$ cat src/rtl/alu_pkg.sv
// alu_pkg: opcodes, FSM state type and requester-id width shared by alu_arbiter and alu_core
package alu_pkg;
  localparam logic [2:0] OP_AND = 3'b000;
  localparam logic [2:0] OP_OR  = 3'b001;
  localparam logic [2:0] OP_ADD = 3'b010;
  localparam logic [2:0] OP_SUB = 3'b110;
  localparam logic [2:0] OP_MUL = 3'b111;
  localparam int ID_W = 1;
  typedef enum logic [1:0] {IDLE, EXEC, RESP} state_t;
endpackage

$ cat src/rtl/alu_core.sv
// alu_core: combinational 32-bit ALU; unknown opcodes give 0, zero flag only for SUB with equal operands
module alu_core
  import alu_pkg::*;
(
  input  logic [2:0]  ctrl,
  input  logic [31:0] a,
  input  logic [31:0] b,
  output logic [31:0] data,
  output logic        zero
);
  always_comb begin
    data = ctrl == OP_AND ? (a & b) :
           ctrl == OP_OR  ? (a | b) :
           ctrl == OP_ADD ? (a + b) :
           ctrl == OP_SUB ? (a - b) :
           ctrl == OP_MUL ? (a * b) : '0;
    zero = ctrl == OP_SUB && a == b;
  end
endmodule

$ cat src/rtl/alu_arbiter.sv
// alu_arbiter: two-requester round-robin front end for a shared ALU with multi-cycle MUL.
// Define ALU_ARBITER_STATS_EN to add saturating per-requester grant counters.
module alu_arbiter
  import alu_pkg::*;
#(
  parameter int MUL_LAT = 4
) (
  input  logic            clk_i,
  input  logic            rst_i,
  input  logic            req0_valid_i,
  input  logic [2:0]      req0_ctrl_i,
  input  logic [31:0]     req0_data1_i,
  input  logic [31:0]     req0_data2_i,
  output logic            req0_ready_o,
  input  logic            req1_valid_i,
  input  logic [2:0]      req1_ctrl_i,
  input  logic [31:0]     req1_data1_i,
  input  logic [31:0]     req1_data2_i,
  output logic            req1_ready_o,
`ifdef ALU_ARBITER_STATS_EN
  output logic [15:0]     gnt0_cnt_o,
  output logic [15:0]     gnt1_cnt_o,
`endif
  output logic            rsp_valid_o,
  output logic [ID_W-1:0] rsp_id_o,
  output logic [31:0]     rsp_data_o,
  output logic            rsp_zero_o,
  input  logic            rsp_ready_i
);
  localparam logic [3:0] MUL_CNT = 4'(MUL_LAT - 1);
  logic [1:0]      rst_sync;
  logic            rst_n;
  state_t          state, state_nx;
  logic [3:0]      cnt;
  logic [ID_W-1:0] rr_ptr, gnt_id;
  logic            gnt;
  logic [2:0]      sel_ctrl, op_ctrl;
  logic [31:0]     sel_a, sel_b, op_a, op_b, alu_data;
  logic            alu_zero;
  // Assertion reaches every flop at once; release is retimed to clk_i.
  always_ff @(posedge clk_i or negedge rst_i)
    if (!rst_i) rst_sync <= '0;
    else rst_sync <= {rst_sync[0], 1'b1};
  assign rst_n = rst_sync[1];
  always_comb begin
    gnt = rst_n && state == IDLE && (req0_valid_i || req1_valid_i);
    gnt_id = (req0_valid_i && req1_valid_i) ? rr_ptr : ID_W'(req1_valid_i);
    req0_ready_o = gnt && !gnt_id[0];
    req1_ready_o = gnt && gnt_id[0];
    sel_ctrl = gnt_id[0] ? req1_ctrl_i : req0_ctrl_i;
    sel_a = gnt_id[0] ? req1_data1_i : req0_data1_i;
    sel_b = gnt_id[0] ? req1_data2_i : req0_data2_i;
    state_nx = state == IDLE ? (gnt ? EXEC : IDLE) :
               state == EXEC ? (cnt == '0 ? RESP : EXEC) :
               (rsp_ready_i ? IDLE : RESP);
    rsp_valid_o = state == RESP;
  end
  always_ff @(posedge clk_i or negedge rst_n)
    if (!rst_n) state <= IDLE;
    else state <= state_nx;
  always_ff @(posedge clk_i or negedge rst_n)
    if (!rst_n) begin
      cnt <= '0;
      rr_ptr <= '0;
      op_ctrl <= '0;
      op_a <= '0;
      op_b <= '0;
      rsp_id_o <= '0;
      rsp_data_o <= '0;
      rsp_zero_o <= '0;
    end else if (gnt) begin
      rr_ptr <= ~gnt_id;
      op_ctrl <= sel_ctrl;
      op_a <= sel_a;
      op_b <= sel_b;
      rsp_id_o <= gnt_id;
      cnt <= sel_ctrl == OP_MUL ? MUL_CNT : '0;
    end else if (state == EXEC) begin
      if (cnt == '0) begin
        rsp_data_o <= alu_data;
        rsp_zero_o <= alu_zero;
      end else cnt <= cnt - 1'b1;
    end
  alu_core u_core (
    .ctrl(op_ctrl),
    .a   (op_a),
    .b   (op_b),
    .data(alu_data),
    .zero(alu_zero)
  );
`ifdef ALU_ARBITER_STATS_EN
  always_ff @(posedge clk_i or negedge rst_n)
    if (!rst_n) begin
      gnt0_cnt_o <= '0;
      gnt1_cnt_o <= '0;
    end else begin
      gnt0_cnt_o <= (req0_ready_o && gnt0_cnt_o != 16'hFFFF) ? gnt0_cnt_o + 1'b1 : gnt0_cnt_o;
      gnt1_cnt_o <= (req1_ready_o && gnt1_cnt_o != 16'hFFFF) ? gnt1_cnt_o + 1'b1 : gnt1_cnt_o;
    end
`endif
endmodule

$ cat config.mk
export PLATFORM = sky130hd
export DESIGN_NAME = alu_arbiter
export DESIGN_NICKNAME = d
export VERILOG_FILES = /design/src/rtl/alu_pkg.sv /design/src/rtl/alu_core.sv /design/src/rtl/alu_arbiter.sv
export SDC_FILE = /design/constraint.sdc
export NUM_CORES = 2
export LEC_CHECK = 0
export BUFFER_PORTS_ARGS = -buffer_cell sky130_fd_sc_hd__buf_2
export CAP_MARGIN = 20
export CORE_UTILIZATION = 64
export DETAILED_ROUTE_END_ITERATION = 8
export PLACE_DENSITY = 0.8
export RECOVER_POWER = 100
export SLEW_MARGIN = 0
export SYNTH_ARGS = -nofsm -noshare
export SYNTH_HDL_FRONTEND = slang
export SYNTH_HIERARCHICAL = 1
export SYNTH_SLANG_ARGS = --single-unit
$ cat constraint.sdc
create_clock -name clk_i -period 5 [get_ports clk_i]
set_input_delay 0.5 -clock clk_i [delete_from_list [all_inputs] [get_ports clk_i]]
set_output_delay 0.5 -clock clk_i [all_outputs]
set_load 0.02 [all_outputs]
=== Word-level counts from Yosys, hierarchy flattened ===
Cells that the tools add are included.

* Add/sub/neg operators: 3
* $mul: 1
* Equal/unequal tests: 9
* Mux-type cells: 18
* Bitwise operators: 4
* Reduce and logical (&&, ||, !) cells: 14

{| class="wikitable"
|+ Operators with widths
! operator !! count
|-
| 32-bit two-way mux || 7
|-
| 32-bit adder || 1
|-
| 32-bit bitwise AND || 1
|-
| 32-bit equality test || 1
|-
| 32-bit by 32-bit multiplier with 32-bit output || 1
|-
| 32-bit bitwise OR || 1
|-
| 32-bit subtractor || 1
|-
| 4-bit two-way mux || 3
|-
| 2-bit two-way mux || 5
|-
| 3-bit equality test, second input constant || 3
|-
| 1-bit logical AND || 6
|-
| 4-bit logical NOT || 1
|-
| 4-bit by 1-bit subtractor with 4-bit output, second input constant || 1
|-
| 3-bit by 1-bit equality test with 1-bit output, second input constant || 1
|-
| 3-bit by 2-bit equality test with 1-bit output, second input constant || 1
|-
| 3-bit logical NOT || 1
|-
| 3-bit two-way mux || 1
|-
| 3-bit AND reduction || 1
|-
| 2-bit by 1-bit equality test with 1-bit output, second input constant || 1
|-
| 2-bit equality test, second input constant || 1
|-
| 2-bit logical NOT || 1
|-
| 1-bit two-way mux || 2
|-
| 2-bit inequality test, second input constant || 1
|-
| 1-bit inverter || 2
|-
| other kinds (4) || 4
|}

* Register bits: 110
* Bits of input ports: 139
* Output and inout bits: 37
* Logic and storage cells: 59

=== Depth between registers and ports, before layout ===
* Depth in word-level cells: 6
* Mapped depth: 30
* Depth with buffers taken out: 28

=== Hierarchy ===
Netlist, hierarchy kept.

{| class="wikitable"
|+ By module, submodules not included
! module !! instances !! cells each !! area each (um^2) !! seq. area each (um^2)
|-
| alu_core || 1 || 2,449 || 19,641.3 || 0.0
|-
| alu_arbiter || 1 || 407 || 4,803.4 || 2,752.6
|}

=== Worst setup path after synthesis ===
Ideal clock, no wire load.

* Kind: register to register
* Start point: reg op_b[2]
* End point: reg rsp_data_o[31]
* Setup time: 0.125 ns
* Data arrival time: 7.584 ns
* Required time: 4.875 ns
* Setup slack: -2.709 ns
* Stages on the path, launching flop included: 29
* Buffers on the path: 2
* Period minus slack after synthesis: 7.709 ns
* Cell sequence: dfrtp_1 > clkbuf_1 > inv_1 > clkbuf_1 > nor2_1 > fa_1 > inv_1 > fa_1 > fa_1 > fa_1 > inv_1 > fa_1 > inv_1 > fa_1 > inv_1 > fa_1 > fa_1 > ha_1 > a21o_1 > a21oi_1 > o21a_1 > nand3_1 > a211oi_1 > nor2_1 > a2111oi_0 > o21ai_0 > xnor2_1 > o21ai_0 > mux2_2

* Cells in the longest elaborated chain, start to end: 6
* Elaborated cells on any way between the ends: 8
* Those cells by class: 2 x add/sub; 1 x mul; 5 x mux

{| class="wikitable"
|+ RTL lines
! item !! line !! source
|-
| from (decl) || alu_arbiter.sv:38 || <nowiki>logic [31:0] sel_a, sel_b, op_a, op_b, alu_data;</nowiki>
|-
| from (signal assigned) || alu_arbiter.sv:75 || <nowiki>op_b <= sel_b;</nowiki>
|-
| 32-bit by 32-bit multiplier with 32-bit output || alu_core.sv:16 || <nowiki>ctrl == OP_MUL ? (a * b) : '0;</nowiki>
|-
| 32-bit two-way mux || alu_core.sv:16 ||
|-
| 32-bit two-way mux || alu_core.sv:15 || <nowiki>ctrl == OP_SUB ? (a - b) :</nowiki>
|-
| 32-bit two-way mux (*) || alu_core.sv:14 || <nowiki>ctrl == OP_ADD ? (a + b) :</nowiki>
|-
| 32-bit two-way mux (*) || alu_core.sv:13 || <nowiki>ctrl == OP_OR ? (a | b) :</nowiki>
|-
| 32-bit two-way mux (*) || alu_core.sv:12 || <nowiki>data = ctrl == OP_AND ? (a & b) :</nowiki>
|-
| via alu_data[31] || alu_arbiter.sv:38 ||
|-
| to (signal assigned) || alu_arbiter.sv:80 || <nowiki>rsp_data_o <= alu_data;</nowiki>
|-
| to (decl) || alu_arbiter.sv:26 || <nowiki>output logic [31:0] rsp_data_o,</nowiki>
|}

Mark *: on every way through the listed nets, which the timed path passes. The rest lies on a longest branch.
A chain may end at the register's enable or synchronous reset.

=== Worst setup path in the final report ===
* Start point: reg op_b[10]
* End point: reg rsp_data_o[29]

Same word-level chain as after synthesis.

==> results_dict.tcl <==
set metrics [dict create \
    outcome "finished, violations left" \
    violations "capacitance limit, slew limit, setup timing" \
    synth_nets 3625 \
    synth_edf_count 0 \
    cts_buffers 9 \
    die_y_um 197 \
    syn_to_final_growth_pct 22.3 \
    root_buffer "clkbuf_16" \
    clk_latency_ns 0.41 \
    timing.final.crit_period_ns 7.38 \
    synth_top_area_cell "fa_1" \
    fin_crit_sh_pct 148 \
    whs_ns 0.265 \
    slowest_stage "fa_1" \
    route.detailed.drc 0 \
    synth_flop_cell "dfrtp_1" \
    clock_path_buffers 2 \
    setup_ws_ns -2.38 \
    synth_top_area_share_pct 33.6 \
    track_usage_pct 53.5 \
    setup.worst_path.class "reg2reg" \
    slew_viol_final 143 \
    critPathMostFrequentCell "fa_1" \
    tightestPinTransition_ns 2.09 \
    ioPinCount 176 \
    grt_antenna_before_repair 5 \
    yosys_register_bits 110 \
    dieArea_mm2 0.0390 \
    end_kind "register" \
    required_ns 5.28 \
    core_mm2 0.0377 \
    seq_area_frac_synth_pct 11.3 \
    viasPerCell 6.39 \
    postRouteAntennaNets 0 \
    die_w_um 197 \
    synthTopCellsByArea "fa_1 (34%), dfrtp_1 (11%), ha_1 (11%), inv_1 (7.2%), nor2_1 (5.7%)" \
    vias 24400 \
    grt_pass1_wl_um 150000 \
    wl_per_cell_um 27.7 \
    max_freq_mhz 135 \
    wirelength_um 106000 \
    syn_area_mm2 0.0244 \
    grt_pass1_vias 24900 \
    arrival_ns 7.66 \
    worstPathMaxFanout 7 \
    fillerInstances 2491 \
    portBuffers 175 \
    hpwl_um 81600 \
    rsz0062_at_grt "yes" \
    cts.sinks 110 \
    syn_avg_cell_area_um2 8.56 \
    synth_cell_type_count 73 \
    ys_async_sr_fraction_pct 100 \
    cap_violations 3 \
    htree_levels 3 \
    clkTransAtPathRegs_ns 0.09 \
    drive_gt1_share_pct 23.6 \
    worst_clock_skew_ns 0.0192 \
    netlist_top_cells_count "inv_1 (470), fa_1 (410), nor2_1 (372)" \
    synthCells 2856 \
    initial_core_util_pct 64.9 \
    cts_tree "done" \
    relSlewSlack_pct -40.2 \
    hold_class "in2reg" \
    drt_pass1_iterations 9 \
    yosysMostFrequentCell "inv_1" \
    grt_start_max_net_pins 71 \
    cpPeakStageDelay_ns 0.63 \
    place.gp.congestion 1.08 \
    overflow 0 \
    num_rows 71 \
    startpoint_type "register" \
    hold_violations 0 \
    yosysWarnings 6 \
    setup_violations 25 \
    final_net_count 4065 \
    dr.first_iter.drc_count 3254 \
]
-- critical path: cells and delay by family, from the launching register on --
kind / cells / cell delay, ns
compound gates: 8 / 1.30
fa+ha+maj: 9 / 3.84
buf+inv: 8 / 1.11
flops: 1 / 0.51
mux: 1 / 0.26
simple gates: 3 / 0.24
-- layout make-up --
type	instances	area (µm²)	area share, %
Sequential cell	110	2760	9.24
Clock inverter	7	71.3	0.239
Tap cell	511	639	2.14
Inverter	487	1860	6.22
Antenna cell	5	12.5	0.0419
Clock buffer	9	225	0.754
Multi-Input combinational cell	2115	20100	67.3
Timing Repair Buffer	573	4210	14.1
-- placed cells by master (no fill, tap or decap), types with 14 or more instances in the layout --
master | synthesis | layout
ha_1 | 220 | 194
ha_4 | 0 | 24
dfrtp_1 | 110 | 102
mux2_2 | 35 | 31
inv_1 | 470 | 441
buf_12 | 0 | 22
mux2i_1 | 77 | 77
nor3_1 | 28 | 25
o21ai_1 | 4 | 16
clkbuf_1 | 102 | 36
a21o_1 | 21 | 20
xnor2_1 | 84 | 76
nor2_2 | 0 | 22
nor2b_1 | 15 | 15
nand2b_1 | 16 | 16
buf_2 | 11 | 139
a211oi_1 | 23 | 22
fa_2 | 0 | 29
inv_2 | 5 | 28
o211ai_1 | 16 | 17
a21oi_1 | 105 | 92
fa_1 | 410 | 381
buf_6 | 5 | 28
nor2_1 | 372 | 347
xor2_1 | 31 | 28
nand2_1 | 337 | 335
nand3_1 | 16 | 14
buf_4 | 8 | 342
o21ai_0 | 140 | 124
-- sequential cells by signal, summed over array words and instances (netlist names) --
register    cells
state           2
rr_ptr          1
rsp_data_o     32
rsp_id_o        1
cnt             4
rst_sync        2
rsp_zero_o      1
op_b           32
op_a           32
op_ctrl         3
-- cell families (layout without fill, tap and decap cells) --
group	count (synthesis)	after routing	synth area share, %
AND/OR/NAND/NOR	836	836	14.1
buffers and inverters	631	1076	10.0
adder cells (fa/ha/maj)	630	630	44.8
AO/OA/AOI/OAI	421	421	10.9
XOR/XNOR	115	115	4.12
multiplexers	112	112	4.77
flip-flops	110	110	11.3
other	1	6	0.0153
-- final timing paths --
path / startpoint / endpoint / slack [ns] / depth (start not counted)
min reg2reg: rst_sync[0] / rst_sync[1] / 0.37 / 0
max reg2reg: op_b[10] / rsp_data_o[29] / -2.38 / 29
max: op_b[10] / rsp_data_o[29] / -2.38 / 29
min in group asynchronous: rst_i / rst_sync[1] / 0.43 / 2
min: rsp_ready_i / state[1] / 0.27 / 2
max in group asynchronous: rst_sync[1] / op_a[7] / 1.29 / 1
-- metal layers --
| metal | vias to the layer above | track usage, % | wire (µm) |
|---|---|---|---|
| met5 | - | 0 | 183 |
| met4 | 6 | 44.8 | 11200 |
| met3 | 751 | 21.1 | 16000 |
| met2 | 2197 | 78.8 | 44500 |
| met1 | 11600 | 61.3 | 33700 |
| li1 | 9845 | - | - |
-- metrics by stage --
stage | setup slack (ns) | util (%) | setup TNS, ns | instance area, µm² | std cells
2_1_floorplan | -1.90 | - | -31.33 | 24800 | 2856
3_3_place_gp | -2.25 | 75.2 | -44.22 | 28300 | 3750
3_5_place_dp | -2.34 | 75.3 | -46.03 | 28300 | 3751
4_1_cts | -2.17 | 78.2 | -42.60 | 29500 | 3797
5_1_grt | -2.73 | 79.3 | -55.85 | 29900 | 3812
6_report | -2.38 | 79.3 | -48.29 | 29900 | 3817
-- timing repair --
action                     4_1_cts  5_1_grt
pin swaps                       41       56
hold endpoints to repair         2        0
setup endpoints to repair       25       25
gates resized for setup        119      104
setup buffers                   33       16
hold buffers                     1        0
Power is left out: the tool's default activity adds up to more than one toggle a clock period on the data nets, which glitch-free logic cannot reach.
